`config.mk`:
```
export PLATFORM = sky130hd
export DESIGN_NAME = hub75_fb_loader
export DESIGN_NICKNAME = d
export VERILOG_FILES = /design/src/rtl/hub75_fb_loader_pkg.sv /design/src/rtl/hub75_fb_loader_addr.sv /design/src/rtl/hub75_fb_loader.sv
export SDC_FILE = /design/constraint.sdc
export NUM_CORES = 1
export LEC_CHECK = 0
export CORE_ASPECT_RATIO = 1.75
export CORE_MARGIN = 2
export CORE_UTILIZATION = 46
export CTS_CLUSTER_SIZE = 12
export DETAILED_ROUTE_END_ITERATION = 16
export PLACE_DENSITY = 0.87
export SYNTH_ARGS = -nofsm -noshare
export SYNTH_HDL_FRONTEND = slang
export SYNTH_HIERARCHICAL = 1
export SYNTH_SLANG_ARGS = --single-unit
```
`constraint.sdc`:
```
create_clock -name clk -period 5.9 [get_ports clk]
set_input_delay 1.18 -clock clk [delete_from_list [all_inputs] [get_ports clk]]
set_output_delay 1.18 -clock clk [all_outputs]
set_load 0.02 [all_outputs]
```
`src/rtl/hub75_fb_loader_pkg.sv`:
```
// Shared hub75 definitions: loader FSM encoding and the frame line-count helper.
package hub75_fb_loader_pkg;

   typedef enum logic [1:0] {
      ST_FILL       = 2'd0,
      ST_FLUSH      = 2'd1,
      ST_FRAME_WAIT = 2'd2,
      ST_WAIT_SOF   = 2'd3
   } state_t;

   // Lines per frame: every bank contributes N_ROWS lines.
   function automatic int unsigned line_count(input int unsigned n_banks,
                                              input int unsigned n_rows);
      return n_banks * n_rows;
   endfunction

endpackage

```
`src/rtl/hub75_fb_loader_addr.sv`:
```
// Raster position counter (col/row/bank) with modulo wrap and first/last flags.
module hub75_fb_loader_addr
   import hub75_fb_loader_pkg::*;
#(
   parameter int N_BANKS     = 2,
   parameter int N_ROWS      = 32,
   parameter int N_COLS      = 64,
   parameter int LOG_N_BANKS = $clog2(N_BANKS),
   parameter int LOG_N_ROWS  = $clog2(N_ROWS),
   parameter int LOG_N_COLS  = $clog2(N_COLS)
) (
   input  logic                   clk,
   input  logic                   rst,
   input  logic                   clr,
   input  logic                   col_inc,
   input  logic                   line_inc,
   output logic [LOG_N_COLS-1:0]  col,
   output logic [LOG_N_ROWS-1:0]  row,
   output logic [LOG_N_BANKS-1:0] bank,
   output logic                   first_px,
   output logic                   last_col,
   output logic                   last_line
);

   localparam int unsigned LAST_LINE = line_count(N_BANKS, N_ROWS) - 1;

   assign first_px  = (col == '0) && (row == '0) && (bank == '0);
   assign last_col  = (col == LOG_N_COLS'(N_COLS - 1));
   assign last_line = ((32'(bank) * 32'(N_ROWS)) + 32'(row)) == LAST_LINE;

   // NOTE: sequential state uses non-blocking assignments so every register samples pre-edge values.
   always_ff @(posedge clk or posedge rst) begin
      if (rst) begin
         col  <= '0;
         row  <= '0;
         bank <= '0;
      end else if (clr) begin
         // Restart at line 0; a pixel consumed on the same cycle occupies col 0.
         col  <= col_inc ? LOG_N_COLS'(1) : '0;
         row  <= '0;
         bank <= '0;
      end else begin
         if (col_inc) begin
            col <= last_col ? '0 : col + 1'b1;
         end
         if (line_inc) begin
            if (row == LOG_N_ROWS'(N_ROWS - 1)) begin
               row  <= '0;
               bank <= (bank == LOG_N_BANKS'(N_BANKS - 1)) ? '0 : bank + 1'b1;
            end else begin
               row <= row + 1'b1;
            end
         end
      end
   end

endmodule

```
`src/rtl/hub75_fb_loader.sv`:
```
// Streams raster pixels into a HUB75 line buffer, storing rows and swapping frames.
// Optional SOF resynchronisation: define HUB75_FB_LOADER_SOF_RESYNC_EN.
module hub75_fb_loader
   import hub75_fb_loader_pkg::*;
#(
   parameter int N_BANKS     = 2,
   parameter int N_ROWS      = 32,
   parameter int N_COLS      = 64,
   parameter int BITDEPTH    = 24,
   parameter int LOG_N_BANKS = $clog2(N_BANKS),
   parameter int LOG_N_ROWS  = $clog2(N_ROWS),
   parameter int LOG_N_COLS  = $clog2(N_COLS)
) (
   input  logic                   clk,
   input  logic                   rst,
   input  logic [BITDEPTH-1:0]    in_data,
   input  logic                   in_sof,
   input  logic                   in_valid,
   output logic                   in_ready,
   output logic [LOG_N_BANKS-1:0] wr_bank_addr,
   output logic [LOG_N_ROWS-1:0]  wr_row_addr,
   output logic                   wr_row_store,
   input  logic                   wr_row_rdy,
   output logic                   wr_row_swap,
   output logic [BITDEPTH-1:0]    wr_data,
   output logic [LOG_N_COLS-1:0]  wr_col_addr,
   output logic                   wr_en,
   output logic                   frame_swap,
   output logic                   frame_done,
   output logic                   sof_err
);

`ifdef HUB75_FB_LOADER_SOF_RESYNC_EN
   localparam state_t RESET_STATE = ST_WAIT_SOF;
`else
   localparam state_t RESET_STATE = ST_FILL;
`endif

   state_t                  state;
   logic [LOG_N_COLS-1:0]   col;
   logic                    first_px, last_col, last_line;
   logic                    accept, store, sof_hit, col_inc, sof_err_q;

   assign in_ready = (state == ST_FILL) || (state == ST_WAIT_SOF);
   assign accept   = in_valid && in_ready;

   // The store waits out the cycle carrying the line's final write.
   assign store        = (state == ST_FLUSH) && wr_row_rdy && !wr_en;
   assign wr_row_store = store;
   assign wr_row_swap  = store;
   assign frame_swap   = (state == ST_FRAME_WAIT) && wr_row_rdy;
   assign frame_done   = frame_swap;
   assign sof_err      = sof_err_q;

`ifdef HUB75_FB_LOADER_SOF_RESYNC_EN
   assign sof_hit = accept && in_sof && ((state == ST_WAIT_SOF) || !first_px);
   assign col_inc = accept && ((state == ST_FILL) || sof_hit);
`else
   logic unused_sof;
   assign unused_sof = in_sof ^ first_px;
   assign sof_hit    = 1'b0;
   assign col_inc    = accept;
`endif

   hub75_fb_loader_addr #(
      .N_BANKS     (N_BANKS),
      .N_ROWS      (N_ROWS),
      .N_COLS      (N_COLS),
      .LOG_N_BANKS (LOG_N_BANKS),
      .LOG_N_ROWS  (LOG_N_ROWS),
      .LOG_N_COLS  (LOG_N_COLS)
   ) u_addr (
      .clk       (clk),
      .rst       (rst),
      .clr       (sof_hit),
      .col_inc   (col_inc),
      .line_inc  (store),
      .col       (col),
      .row       (wr_row_addr),
      .bank      (wr_bank_addr),
      .first_px  (first_px),
      .last_col  (last_col),
      .last_line (last_line)
   );

   always_ff @(posedge clk or posedge rst) begin
      if (rst) begin
         state       <= RESET_STATE;
         wr_en       <= 1'b0;
         wr_data     <= '0;
         wr_col_addr <= '0;
         sof_err_q   <= 1'b0;
      end else begin
         wr_en     <= 1'b0;
         sof_err_q <= 1'b0;
         if (col_inc) begin
            wr_en       <= 1'b1;
            wr_data     <= in_data;
            wr_col_addr <= sof_hit ? '0 : col;
         end
         case (state)
            ST_FILL: begin
               if (sof_hit) begin
                  sof_err_q <= 1'b1;
               end else if (accept && last_col) begin
                  state <= ST_FLUSH;
               end
            end
            ST_WAIT_SOF: begin
               if (sof_hit) state <= ST_FILL;
            end
            ST_FLUSH: begin
               if (store) state <= last_line ? ST_FRAME_WAIT : ST_FILL;
            end
            ST_FRAME_WAIT: begin
               if (wr_row_rdy) state <= ST_FILL;
            end
            default: state <= ST_FILL;
         endcase
      end
   end

endmodule

```
; Word-level counts from Yosys, hierarchy flattened
; Index checks and enable logic that the tools add are counted.
[op_classes]
n_eq_ne = 9
mux = 9
add_sub_neg = 4
n_reduce_logical = 10
n_bitwise = 1
[ops]
columns = cell, n
row1 = "32-bit by 6-bit equality test with 1-bit output, second input constant", 1
row2 = 2-bit 2-to-1 mux, 4
row3 = 6-bit by 5-bit adder with 7-bit output, 1
row4 = "6-bit by 1-bit adder with 6-bit output, second input constant", 1
row5 = "6-bit equality test, second input constant", 1
row6 = 6-bit 2-to-1 mux, 1
row7 = 2-bit case mux with 3 select lines, 1
row8 = "5-bit by 1-bit adder with 5-bit output, second input constant", 1
row9 = "5-bit equality test, second input constant", 1
row10 = 1-bit logical AND, 5
row11 = 5-bit 2-to-1 mux, 1
row12 = "2-bit equality test, second input constant", 2
row13 = "2-bit inequality test, second input constant", 2
row14 = 4-bit AND reduction, 1
row15 = "2-bit by 1-bit equality test with 1-bit output, second input constant", 1
row16 = 2-bit logical NOT, 1
row17 = 1-bit 2-to-1 mux, 2
row18 = "2-bit by 1-bit inequality test with 1-bit output, second input constant", 1
row19 = 2-bit AND reduction, 1
row20 = "1-bit adder, second input constant", 1
row21 = 1-bit logical NOT, 1
row22 = 1-bit logical OR, 1
row23 = 1-bit inverter, 1
[word_totals]
register_bits = 45
output_inout_bits = 43

; Depth between registers and ports, before layout
[logic_depth]
word_depth = 6
mapped_depth = 9
ltp_nobuf = 6

; By module
; Netlist, hierarchy kept.
[by_module_without_submodules]
columns = module, cells_per_inst, area_each_um2, n_inst
row1 = hub75_fb_loader, 93, 1496.4, 1
row2 = hub75_fb_loader_addr, 73, 688.2, 1

; Worst setup path before layout
; No wires, ideal clock.
[synth_path]
path_type = input port to output port
from = in wr_row_rdy
to = out wr_row_swap
path_stages = 2
required_time_ps = 4720
slack_ps = 2920
arrival_time_ps = 1800
cell_sequence = and3b_1 > buf_4
[synth_via]
elab_chain_cells = 2
[synth_rtl]
columns = element, line_no
row1 = start: declaration, hub75_fb_loader.sv:23  ; input logic wr_row_rdy,
row2 = 1-bit logical AND (2 in series), hub75_fb_loader.sv:48  ; assign store = (state == ST_FLUSH) && wr_row_rdy && !wr_en;
row3 = end: declaration, hub75_fb_loader.sv:24  ; output logic wr_row_swap,
; No other way between the ends.

; Final worst setup path
; Same ends and word-level chain as after synthesis.

==> impl_metrics.env <==
export IMPL_num_nets_final=276
export IMPL_crit_path_top_delay_cell="clkdlybuf4s50_1"
export IMPL_cts_setup_buffers=0
export IMPL_max_freq_ghz=0.253
export IMPL_antenna_found_initial=0
export IMPL_crit_family="buffers and inverters"
export IMPL_synthToLayoutAreaGrowth_pct=38.9
export IMPL_drv_slew=0
export IMPL_path_common_cell="clkdlybuf4s50_1"
export IMPL_finalSetupTns_ps=0
export IMPL_avgViaCountPerCell=5.04
export IMPL_drive_gt1_share_pct=18.0
export IMPL_die_area_sq_um=5280
export IMPL_status="complete, no violations"
export IMPL_worst_path_buf_inv=2
export IMPL_stdcell_count=291
export IMPL_leakage_nw=1.35
export IMPL_ys_warn_count=6
export IMPL_dp_cells=283
export IMPL_crit_fanout=8
export IMPL_irDropWorstVdd_v=0.000306
export IMPL_routed_wirelength_um=4250
export IMPL_antenna_cells=0
export IMPL_worstSkewPairLatency_ps=290
export IMPL_cts_tree="built"
export IMPL_placed_area_sq_um=2880
export IMPL_finalCritPeriodShare_pct=67.1
export IMPL_hold_violations=0
export IMPL_finalSetupViolCount=0
export IMPL_maxCapViolations=0
export IMPL_coreArea_sq_um=4580
export IMPL_rsz0062_at_grt="no"
export IMPL_hpwlAfterDp_um=3120
export IMPL_hp_class="reg2reg"
export IMPL_io_buffer_count=69
export IMPL_via_count=1468
export IMPL_grt_max_degree=32
export IMPL_start_kind="primary input"
export IMPL_h_tree_depth=2
export IMPL_drt_pass1_iter_count=4
export IMPL_die_h_um=94.6
export IMPL_stdcell_area_sq_um=3000
export IMPL_place_ws_ps=1940
export IMPL_relSlewSlack_pct=34.5
export IMPL_worstMarginPinSlew_ps=980
export IMPL_avgRoutedWirePerCell_um=14.6
export IMPL_syn_avg_cell_area_sq_um=13.2
export IMPL_drt_iter0_markers=29
export IMPL_crit_type="in2out"
export IMPL_clk_pin_slew_ps=80
export IMPL_ant_nets=0
export IMPL_die_w_um=55.8
export IMPL_n_fill_cell=342
export IMPL_cts_resized=0
export IMPL_drc_errors=0
export IMPL_overflow=0
export IMPL_worstPathRequired_ps=4720
export IMPL_cts_buffers=5
export IMPL_cts_sinks=45
export IMPL_cp_arrival_ps=2780
export IMPL_syn_area_sq_um=2160
export IMPL_finalCriticalPeriod_ps=3960
export IMPL_power_density_nw_per_um2=458
export IMPL_hold_buffers=0
export IMPL_grt_pass1_vias=1441
export IMPL_cts_buffer_depth=2
export IMPL_skew_ps=2.40
export IMPL_crit_path_max_incr_delay_ps=700
export IMPL_rows=33
export IMPL_worstPathCellList="clkdlybuf4s50_1 > and3b_1 > clkdlybuf4s50_1"
export IMPL_start_util_pct=47.1
export IMPL_grt_pass1_wl_um=7000
export IMPL_cts_root_buf="clkbuf_8"
export IMPL_io_pins=72
export IMPL_finalWorstSetupSlack_ps=1940
export IMPL_syn_inst=163
export IMPL_grtUsageTotal_pct=17.3
export IMPL_gp_congestion=0.810
export IMPL_critPathCaptureType="primary output"
-- final cells by class --
| cell class | count | area [sq um] | share of cell area, % |
|---|---|---|---|
| flip-flops and latches | 45 | 1130 | 37.5 |
| multi-input cells | 105 | 950 | 31.7 |
| repair buffers | 71 | 706 | 23.5 |
| clock buffers | 7 | 86.3 | 2.88 |
| well taps | 52 | 65.1 | 2.17 |
| inverters | 10 | 37.5 | 1.25 |
| clock inverters | 1 | 30.0 | 1.00 |
-- registers in the layout (all words and copies together) (netlist names) --
signal	cells
u_addr/bank	1
wr_col_addr	6
u_addr/col	6
wr_data	24
u_addr/row	5
wr_en	1
state	2
-- worst register-to-register path: cells and delay by family (launching register included) --
kind                       cells  cell delay, ps
AOI/OAI and AO/OA              2             430
adders and majority gates      1             370
buffers and inverters          1              80
and+or+nand+nor                2            1150
DFF                            1             410
-- per-stage QoR --
stage / hold WS (ps) / util [%] / total power, mW
floorplan: 525 / - / 0.884
global placement: 491 / 62.9 / 1.14
detailed placement: 491 / 62.9 / 1.15
CTS: 517 / 65.5 / 1.39
global route: 535 / 65.5 / 1.45
finish: 514 / 65.5 / 1.37
-- final timing paths --
check	slack [ps]	to	from	cells past startpoint
worst max-delay path	1940	wr_row_swap	wr_row_rdy	3
worst min register to register	510	wr_data[17]	wr_data[17]	1
max in group asynchronous	3930	wr_en	rst	3
worst max register to register	3380	u_addr/col[5]	state[0]	6
worst min-delay path	510	wr_data[17]	wr_data[17]	1
min in group asynchronous	1230	u_addr/col[0]	rst	2
-- where the power goes --
part / switching [mW] / leakage [nW] / internal, mW / total [mW]
sequential: 0.0707 / 0.566 / 0.416 / 0.487
clock: 0.0971 / 0.0585 / 0.138 / 0.235
combinational: 0.289 / 0.726 / 0.364 / 0.653
total: 0.456 / 1.35 / 0.918 / 1.37
-- per-layer routing --
metal / vias to the layer above / global-route usage, % / share of wire, %
li1: 696 / - / -
met2: 45 / 29.3 / 53
met1: 719 / 21.2 / 41
met3: 8 / 2.88 / 3.9
met4: 0 / 8.54 / 1.9
met5: - / 0 / 0
-- placed cells by master (no fill, tap or decap), drive strengths merged, types with 2 or more instances in the layout --
| cell | n |
|---|---|
| nand2 | 7 |
| o21ai | 4 |
| o211ai | 2 |
| inv | 10 |
| xor2 | 4 |
| conb | 7 |
| mux2i | 3 |
| dfrtp | 45 |
| nand3 | 4 |
| nand2b | 2 |
| or3 | 2 |
| buf | 2 |
| a21oi | 7 |
| ha | 9 |
| nor2 | 8 |
| nor3b | 2 |
| a31oi | 2 |
| clkdlybuf4s50 | 69 |
| clkbuf | 7 |
| and3 | 2 |
| mux2 | 30 |
No activity file was read; power rests on OpenSTA's default activity.
